**config.mk**
```make
export PLATFORM = sky130hd
export DESIGN_NAME = uart_tx_frame_engine
export DESIGN_NICKNAME = d
export VERILOG_FILES = /design/src/rtl/uart_tx_frame_engine.sv
export SDC_FILE = /design/constraint.sdc
export NUM_CORES = 1
export LEC_CHECK = 0
export ABC_AREA = 1
export BUFFER_PORTS_ARGS = -buffer_cell sky130_fd_sc_hd__buf_4
export CAP_MARGIN = 40
export CORE_MARGIN = 2
export CORE_UTILIZATION = 57
export CTS_CLUSTER_SIZE = 28
export DETAILED_ROUTE_END_ITERATION = 8
export PLACE_DENSITY_LB_ADDON = 0.2
export SLEW_MARGIN = 15
export SYNTH_ARGS = -nofsm -noshare
export SYNTH_HDL_FRONTEND = slang
export SYNTH_SLANG_ARGS = --single-unit
```
**constraint.sdc**
```tcl
create_clock -name CLK -period 1.4 [get_ports CLK]
set_input_delay 0.07 -clock CLK [delete_from_list [all_inputs] [get_ports CLK]]
set_output_delay 0.07 -clock CLK [all_outputs]
set_load 0.03 [all_outputs]
```
**src/rtl/uart_tx_frame_engine.sv**
```systemverilog
// UART transmit framer: a single-word holding buffer feeding a tick-paced
// frame FSM that serialises START, DATA_W data bits (LSB first), an optional
// parity bit and one or two STOP bits onto a registered, idle-high line.
module uart_tx_frame_engine #(
    parameter int DATA_W = 8
) (
    input  logic              CLK,
    input  logic              RST,
    input  logic              TX_TICK,
    input  logic [DATA_W-1:0] P_DATA,
    input  logic              DATA_VLD,
    output logic              DATA_RDY,
    input  logic              PAR_EN,
    input  logic              PAR_TYP,
    input  logic              STOP2,
    output logic              TX_OUT,
    output logic              BUSY,
    output logic              FRAME_DONE
);

    localparam int CNT_W = $clog2(DATA_W);
    localparam logic [CNT_W-1:0] LAST_BIT = CNT_W'(DATA_W - 1);

    typedef enum logic [2:0] {
        ST_IDLE   = 3'd0,
        ST_START  = 3'd1,
        ST_DATA   = 3'd2,
        ST_PARITY = 3'd3,
        ST_STOP   = 3'd4
    } state_t;

    state_t              state_reg, state_next;

    // Holding buffer: the word plus its per-frame configuration.
    logic [DATA_W-1:0]   hold_data_reg, hold_data_next;
    logic                hold_par_en_reg, hold_par_en_next;
    logic                hold_par_typ_reg, hold_par_typ_next;
    logic                hold_stop2_reg, hold_stop2_next;
    logic                hold_full_reg, hold_full_next;

    // In-flight frame: shifter and the configuration latched with it.
    logic [DATA_W-1:0]   shift_reg, shift_next;
    logic                frame_par_en_reg, frame_par_en_next;
    logic                frame_parity_reg, frame_parity_next;
    logic                frame_stop2_reg, frame_stop2_next;
    logic [CNT_W-1:0]    bit_cnt_reg, bit_cnt_next;
    logic                stop_cnt_reg, stop_cnt_next;

    logic                tx_out_reg, tx_out_next;
    logic                frame_done_reg, frame_done_next;
    logic                load_frame;

    // Next-state logic: buffer accept, tick-paced frame FSM and line value.
    always_comb begin
        state_next        = state_reg;
        hold_data_next    = hold_data_reg;
        hold_par_en_next  = hold_par_en_reg;
        hold_par_typ_next = hold_par_typ_reg;
        hold_stop2_next   = hold_stop2_reg;
        hold_full_next    = hold_full_reg;
        shift_next        = shift_reg;
        frame_par_en_next = frame_par_en_reg;
        frame_parity_next = frame_parity_reg;
        frame_stop2_next  = frame_stop2_reg;
        bit_cnt_next      = bit_cnt_reg;
        stop_cnt_next     = stop_cnt_reg;
        tx_out_next       = tx_out_reg;
        frame_done_next   = 1'b0;
        load_frame        = 1'b0;

        // Accept only into an empty buffer; a full buffer is never overwritten.
        if (DATA_VLD && !hold_full_reg) begin
            hold_data_next    = P_DATA;
            hold_par_en_next  = PAR_EN;
            hold_par_typ_next = PAR_TYP;
            hold_stop2_next   = STOP2;
            hold_full_next    = 1'b1;
        end

        case (state_reg)
            ST_IDLE: begin
                if (TX_TICK && hold_full_reg) begin
                    load_frame = 1'b1;
                end
            end
            ST_START: begin
                if (TX_TICK) begin
                    state_next  = ST_DATA;
                    tx_out_next = shift_reg[0];
                end
            end
            ST_DATA: begin
                if (TX_TICK) begin
                    shift_next   = shift_reg >> 1;
                    bit_cnt_next = bit_cnt_reg + 1'b1;
                    if (bit_cnt_reg == LAST_BIT) begin
                        if (frame_par_en_reg) begin
                            state_next  = ST_PARITY;
                            tx_out_next = frame_parity_reg;
                        end else begin
                            state_next    = ST_STOP;
                            tx_out_next   = 1'b1;
                            stop_cnt_next = 1'b0;
                        end
                    end else begin
                        tx_out_next = shift_reg[1];
                    end
                end
            end
            ST_PARITY: begin
                if (TX_TICK) begin
                    state_next    = ST_STOP;
                    tx_out_next   = 1'b1;
                    stop_cnt_next = 1'b0;
                end
            end
            ST_STOP: begin
                if (TX_TICK) begin
                    if (frame_stop2_reg && (stop_cnt_reg == 1'b0)) begin
                        stop_cnt_next = 1'b1;
                    end else begin
                        frame_done_next = 1'b1;
                        if (hold_full_reg) begin
                            // Back-to-back: next START directly after the last stop bit.
                            load_frame = 1'b1;
                        end else begin
                            state_next  = ST_IDLE;
                            tx_out_next = 1'b1;
                        end
                    end
                end
            end
            default: begin
                state_next  = ST_IDLE;
                tx_out_next = 1'b1;
            end
        endcase

        // Move the buffered word into the shifter and begin its START bit.
        if (load_frame) begin
            state_next        = ST_START;
            tx_out_next       = 1'b0;
            shift_next        = hold_data_reg;
            frame_par_en_next = hold_par_en_reg;
            frame_parity_next = (^hold_data_reg) ^ hold_par_typ_reg;
            frame_stop2_next  = hold_stop2_reg;
            hold_full_next    = 1'b0;
            bit_cnt_next      = '0;
            stop_cnt_next     = 1'b0;
        end
    end

    // State register; reset aborts any frame and returns the line high.
    always_ff @(posedge CLK or negedge RST) begin
        if (!RST) begin
            state_reg        <= ST_IDLE;
            hold_data_reg    <= '0;
            hold_par_en_reg  <= 1'b0;
            hold_par_typ_reg <= 1'b0;
            hold_stop2_reg   <= 1'b0;
            hold_full_reg    <= 1'b0;
            shift_reg        <= '0;
            frame_par_en_reg <= 1'b0;
            frame_parity_reg <= 1'b0;
            frame_stop2_reg  <= 1'b0;
            bit_cnt_reg      <= '0;
            stop_cnt_reg     <= 1'b0;
            tx_out_reg       <= 1'b1;
            frame_done_reg   <= 1'b0;
        end else begin
            state_reg        <= state_next;
            hold_data_reg    <= hold_data_next;
            hold_par_en_reg  <= hold_par_en_next;
            hold_par_typ_reg <= hold_par_typ_next;
            hold_stop2_reg   <= hold_stop2_next;
            hold_full_reg    <= hold_full_next;
            shift_reg        <= shift_next;
            frame_par_en_reg <= frame_par_en_next;
            frame_parity_reg <= frame_parity_next;
            frame_stop2_reg  <= frame_stop2_next;
            bit_cnt_reg      <= bit_cnt_next;
            stop_cnt_reg     <= stop_cnt_next;
            tx_out_reg       <= tx_out_next;
            frame_done_reg   <= frame_done_next;
        end
    end

    assign DATA_RDY   = ~hold_full_reg;
    assign BUSY       = (state_reg != ST_IDLE) | hold_full_reg;
    assign TX_OUT     = tx_out_reg;
    assign FRAME_DONE = frame_done_reg;

endmodule

```
* After elaboration in Yosys (flattened, before gate mapping)
Cells that the tools add are included.
Cells by class: add/subtract/negate cells 1, equality and inequality tests 15, muxes and demuxes 44, bitwise operators 4, reductions and logical operators 15
Operators with widths (number):
- 3-bit 2-to-1 mux | 12
- 3-bit inequality test, second input constant | 9
- 1-bit 2-to-1 mux | 25
- 8-bit 2-to-1 mux | 3
- 3-bit case mux with 5 select lines | 1
- 7-bit AND reduction | 2
- 8-bit AND reduction | 1
- 8-bit XOR reduction | 1
- 3-bit by 2-bit equality test with 1-bit output, second input constant | 2
- 3-bit equality test, second input constant | 2
- 2-bit nonzero test | 3
- 1-bit case mux with 5 select lines | 1
- 4-bit nonzero test | 1
- 3-bit by 1-bit adder with 3-bit output, second input constant | 1
- 3-bit by 1-bit equality test with 1-bit output, second input constant | 1
- 1-bit logical AND | 3
- 3-bit logical NOT | 1
- 1-bit case mux with 3 select lines | 1
- 3-bit nonzero test | 1
- 2-bit inequality test, second input constant | 1
- 1-bit NOT | 2
- 1-bit case mux with 2 select lines | 1
- 2-bit AND reduction | 1
- 1-bit logical NOT | 1
- other kinds (2) | 2
Word-level totals: flip-flop bits (word level) 32, input bits 15, output and inout bits 4, word-level logic and storage cells 93

* Longest topological paths before layout
depth in word-level cells 7, gate-level depth with buffers 10

* Least setup slack after synthesis
No wires, ideal clock.
path type reg-to-reg, from register hold_full_reg, to register hold_data_reg[5], library setup time 0.123 ns, arrival time 1.241 ns, slack 0.035 ns, stages on the path, launching flop included 6, buffers on the path 1, clock period less this slack 1.365 ns, path through dfrtp_1 > inv_1 > nand2_1 > buf_2 > nor2_1 > a21oi_1
Between the ends: cells in the longest elaborated chain, start to end 2
RTL lines:
- from (decl) | line 39 | logic hold_full_reg, hold_full_next;
- from (signal assigned) | line 176 | hold_full_reg <= hold_full_next;
- 1-bit logical NOT | line 72 | if (DATA_VLD && !hold_full_reg) begin
- 1-bit logical AND | line 72
- to (signal assigned) | line 172 | hold_data_reg <= hold_data_next;
- to (decl) | line 35 | logic [DATA_W-1:0] hold_data_reg, hold_data_next;
Every way passes these cells. A chain may end at the register's enable or synchronous reset.

* Worst setup path after layout
from register state_reg[0], to output BUSY
Between the ends: cells in the longest elaborated chain, start to end 2
RTL lines:
- from (decl) | line 32 | state_t state_reg, state_next;
- from (signal assigned) | line 171 | state_reg <= state_next;
- 3-bit nonzero test | line 189 | assign BUSY = (state_reg != ST_IDLE) | hold_full_reg;
- 1-bit OR | line 189
- to (decl) | line 17 | output logic BUSY,
Every way passes these cells.

==> run summary <==
In this run the remaining antenna-violating nets after routing total 0. The ratio of final minimum period to clock period works out to 99.90%. In this run the worst path has a maximum fanout of 4.

Area of the die: 3439 sq um. Dividing total power by cell area gives a power density of 2212 nW/um^2. The global routing usage summed across all routing layers is 24.37%. The synthesized area per cell was 7.700 sq um; the aggregate global routing overflow was 0. The internal power of the cells totals 2.683 mW.

The count of synthesis-stage warnings from yosys is 0, and the maximum root-to-sink buffer count is 2. The proportion of synthesized chip area in sequential cells is 47.13%, and the site row count is 19. Sequential cells burn 34.5% of the power. The global-route wire length before repair was 6299 microns.

The type of the most critical hold path was in -> reg. The share of total power in combinational logic is 55.1%, and the number of global-route vias before repair is 1553. Counting stages on the worst path, the most repeated cell is buf_6. The analysis attributes to cell leakage a power of 1.147 nW.

Across all layers, the routed design uses 1576 vias. The critical path capture point type is a primary output. The run gives 78.32% as the utilization after layout. TritonCTS created 5 clock buffers. The run gives 2 as the post-detailed-route DRC marker count. In this run the count of I/O pins placed on the die edge is 19. In this run switching power makes up 44.81% of total power. In the final design database the tool counted 286 nets. The critical path required time is 1330 ps. The cell type of the slowest stage on the worst timing path is dfrtp_1.

After clock tree synthesis, the clock-pin slew on the worst setup and hold paths is 100 ps. The run gives 74.15% as the max-slew headroom at the worst pin. Synthesis produced 221 cells.

For the distinct cell type count of the synthesized netlist, the log shows 23. The signal on the critical path passes through buf_6 -> inv_4 -> nand2_2 -> nor2_2 -> nand2_1 -> buf_6. The clock period could shrink to 1399 ps. The H-tree depth is 2, and the arrival time reported for the critical path endpoint is 1330 ps. The initial standard-cell utilization of the core was 60.66%. After detailed routing, the average wire length per cell comes to 12.60 microns.

The flow ran to the end, but the final reports show violations. The horizontal die dimension is 58.64 microns, and the detailed-routing iteration count for the pre-antenna-repair pass is 6. The tree is rooted in a clkbuf_4.

STA classifies the critical path startpoint as a flip-flop. The final reports fail on DRC. Setup repair after global routing could not meet its margin everywhere.

For the pin with the worst max-slew slack, the measured transition is 387.8 ps. The tools report the number of antenna violations at the first check in global routing as 0. The detailed placement HPWL was 2581 microns; the last weighted congestion value of the routability-driven placer was 0.8524. The delay of the slowest cell on the worst path works out to 420 ps. The count of endpoints failing setup in the final report is 0, and the number of synthesized register bits is 32. Across all hold checks on the routed design, the worst slack comes to 51.12 ps. The setup skew after layout came out at 9.825 ps. The count of port buffers added during placement was 18. The area share of the largest cell type after synthesis came out at 45.59%. The clock sink count is 32. The tools report the maximum number of pins on one net before global-route repair as 33.

Summed over all nets, the switching power comes to 2.178 mW. The post-route netlist has 27.41% of its cells at a drive strength greater than 1. Most area-hungry cell type in the Yosys netlist: dfrtp_1.

Wires add up to 3792 microns. Largest vdd supply drop: 1.236 mV. The clock network burns 10.3% of the power. From bottom edge to top edge, the die measures 58.64 microns.

In the post-synthesis netlist, the biggest area contributors are dfrtp_1 46%, nand2_1 16%, nor2_1 5.7%. The tool flagged a number of max-cap violations equal to 0. The repair_antennas step left the layout with diodes totalling 0.

The tools report the placeable core region as 2805 sq um. The critical path in this run is classified as reg -> out. Summing every instance area after synthesis gives 1702 sq um. The logs give 0 for the final max-slew violation count and 4.861 mW for the total chip power. The number of nets handed over by synthesis was 238. From synthesis to final layout, the design area changed by 29.12%.

The via density per instance is 5.236. Number of DRC violations after detailed-routing iteration 0: 82. The later pin in the worst-skew pair is clocked with a latency of 330 ps.

The logs give 0 for the count of endpoints failing hold in the final timing report and 10 ps for the slack of the worst reg-to-reg path. TritonCTS built the clock tree. Maximum clock frequency: 0.7150 GHz.
-- worst max-delay path: cells and delay by family, from the launching register on --
family / cells / cell delay (ps)
flip-flops: 1 / 420
buffers and inverters: 3 / 350
AND/OR/NAND/NOR: 3 / 230
-- synthesized netlist by cell type --
master and number:
nand3_1 12, xor2_1 2, nor2_2 3, a31oi_1 1, nor2_1 26, o21ai_1 1, buf_2 1, inv_2 4
o21ai_0 16, nand2_2 4, nand2_1 71, inv_1 22, dfrtp_1 31, buf_4 1, nand4_1 2, dfstp_2 1
a21oi_1 9, mux2_2 4, nor3_1 1, o31ai_2 4, ha_1 2, buf_6 2, nand3b_1 1
-- cells by family after synthesis --
logic type / after synthesis / share of synthesized area (%)
compound gates: 31 / 10.96
xor+xnor: 2 / 1.030
fa+ha+maj: 2 / 1.470
buf+inv: 30 / 7.794
flops: 32 / 47.13
mux: 4 / 2.647
simple gates: 120 / 28.97
-- routing by layer --
layer	GRT usage, %	share of wire, %	vias up
li1	-	-	798
met4	10.39	1.9	0
met5	0	0	-
met2	43.66	53	25
met3	6.154	2.8	11
met1	27.45	42	742
-- repair_timing --
item,4_1_cts,5_1_grt
pin swaps,1,4
hold buffers,12,0
endpoints found under the setup margin,9,26
buffers inserted,0,4
hold endpoints to repair,43,0
gates resized for setup,7,20
-- through the flow --
stage                     setup TNS (ps)  area, sq um  cells  worst slack (ps)
after floorplan                        0         1702    221             35.38
after global placement            -19.68         1923    277            -13.73
after detailed placement          -26.12         1923    277            -23.61
after CTS                         -18.74         2117    297            -18.74
after global routing              -472.6         2197    301            -64.04
final                                  0         2197    301             1.465
-- area by class of cell --
| type | instances | area [sq um] |
|---|---|---|
| timing repair buffer | 45 | 386.6 |
| sequential | 32 | 804.5 |
| fill | 201 | 608.1 |
| tap | 31 | 38.79 |
| clock inverter | 1 | 5.005 |
| inverter | 26 | 100.1 |
| multi-input combinational | 159 | 817.0 |
| clock buffer | 7 | 45.04 |
-- placed cells by master (no fill, tap or decap), types with 2 or more instances in the layout --
cell type	n
inv_2	4
dlygate4sd3_1	12
nor2_1	22
mux2_2	4
o21ai_0	13
o31ai_2	4
dfrtp_1	29
nand3_1	12
inv_1	21
dfrtp_2	2
nor2_2	6
nand2_1	65
o21ai_1	4
clkbuf_1	2
buf_6	3
buf_4	29
clkbuf_4	5
a21oi_1	9
nand4_1	2
xor2_1	2
nand2_2	9
-- worst paths after layout --
path                                                  from                           to  cells past startpoint
worst max-delay path              state_reg[0]$_DFFE_PN0P_                         BUSY                      6
worst min-delay path                               TX_TICK     state_reg[0]$_DFFE_PN0P_                      4
worst max register to register    state_reg[2]$_DFFE_PN0P_     shift_reg[4]$_DFFE_PN0P_                      6
worst min register to register  hold_stop2_reg$_DFFE_PN0P_  frame_stop2_reg$_DFFE_PN0P_                      2
max in group asynchronous                              RST           TX_OUT$_DFFE_PN1P_                      2
min in group asynchronous                              RST     state_reg[2]$_DFFE_PN0P_                      2
-- power groups by stage --
| stage | logic (mW) | clock network, mW | registers [mW] |
|---|---|---|---|
| 5_1_grt | 3.03 | 0.551 | 1.72 |
| 6_report | 2.68 | 0.502 | 1.68 |
| 4_1_cts | 2.49 | 0.512 | 1.66 |
| 2_1_floorplan | 1.76 | 0 | 1.64 |
| 3_3_place_gp | 2.31 | 0 | 1.66 |
| 3_5_place_dp | 2.38 | 0 | 1.67 |
Note: power is estimated with default switching activity, not from simulation.
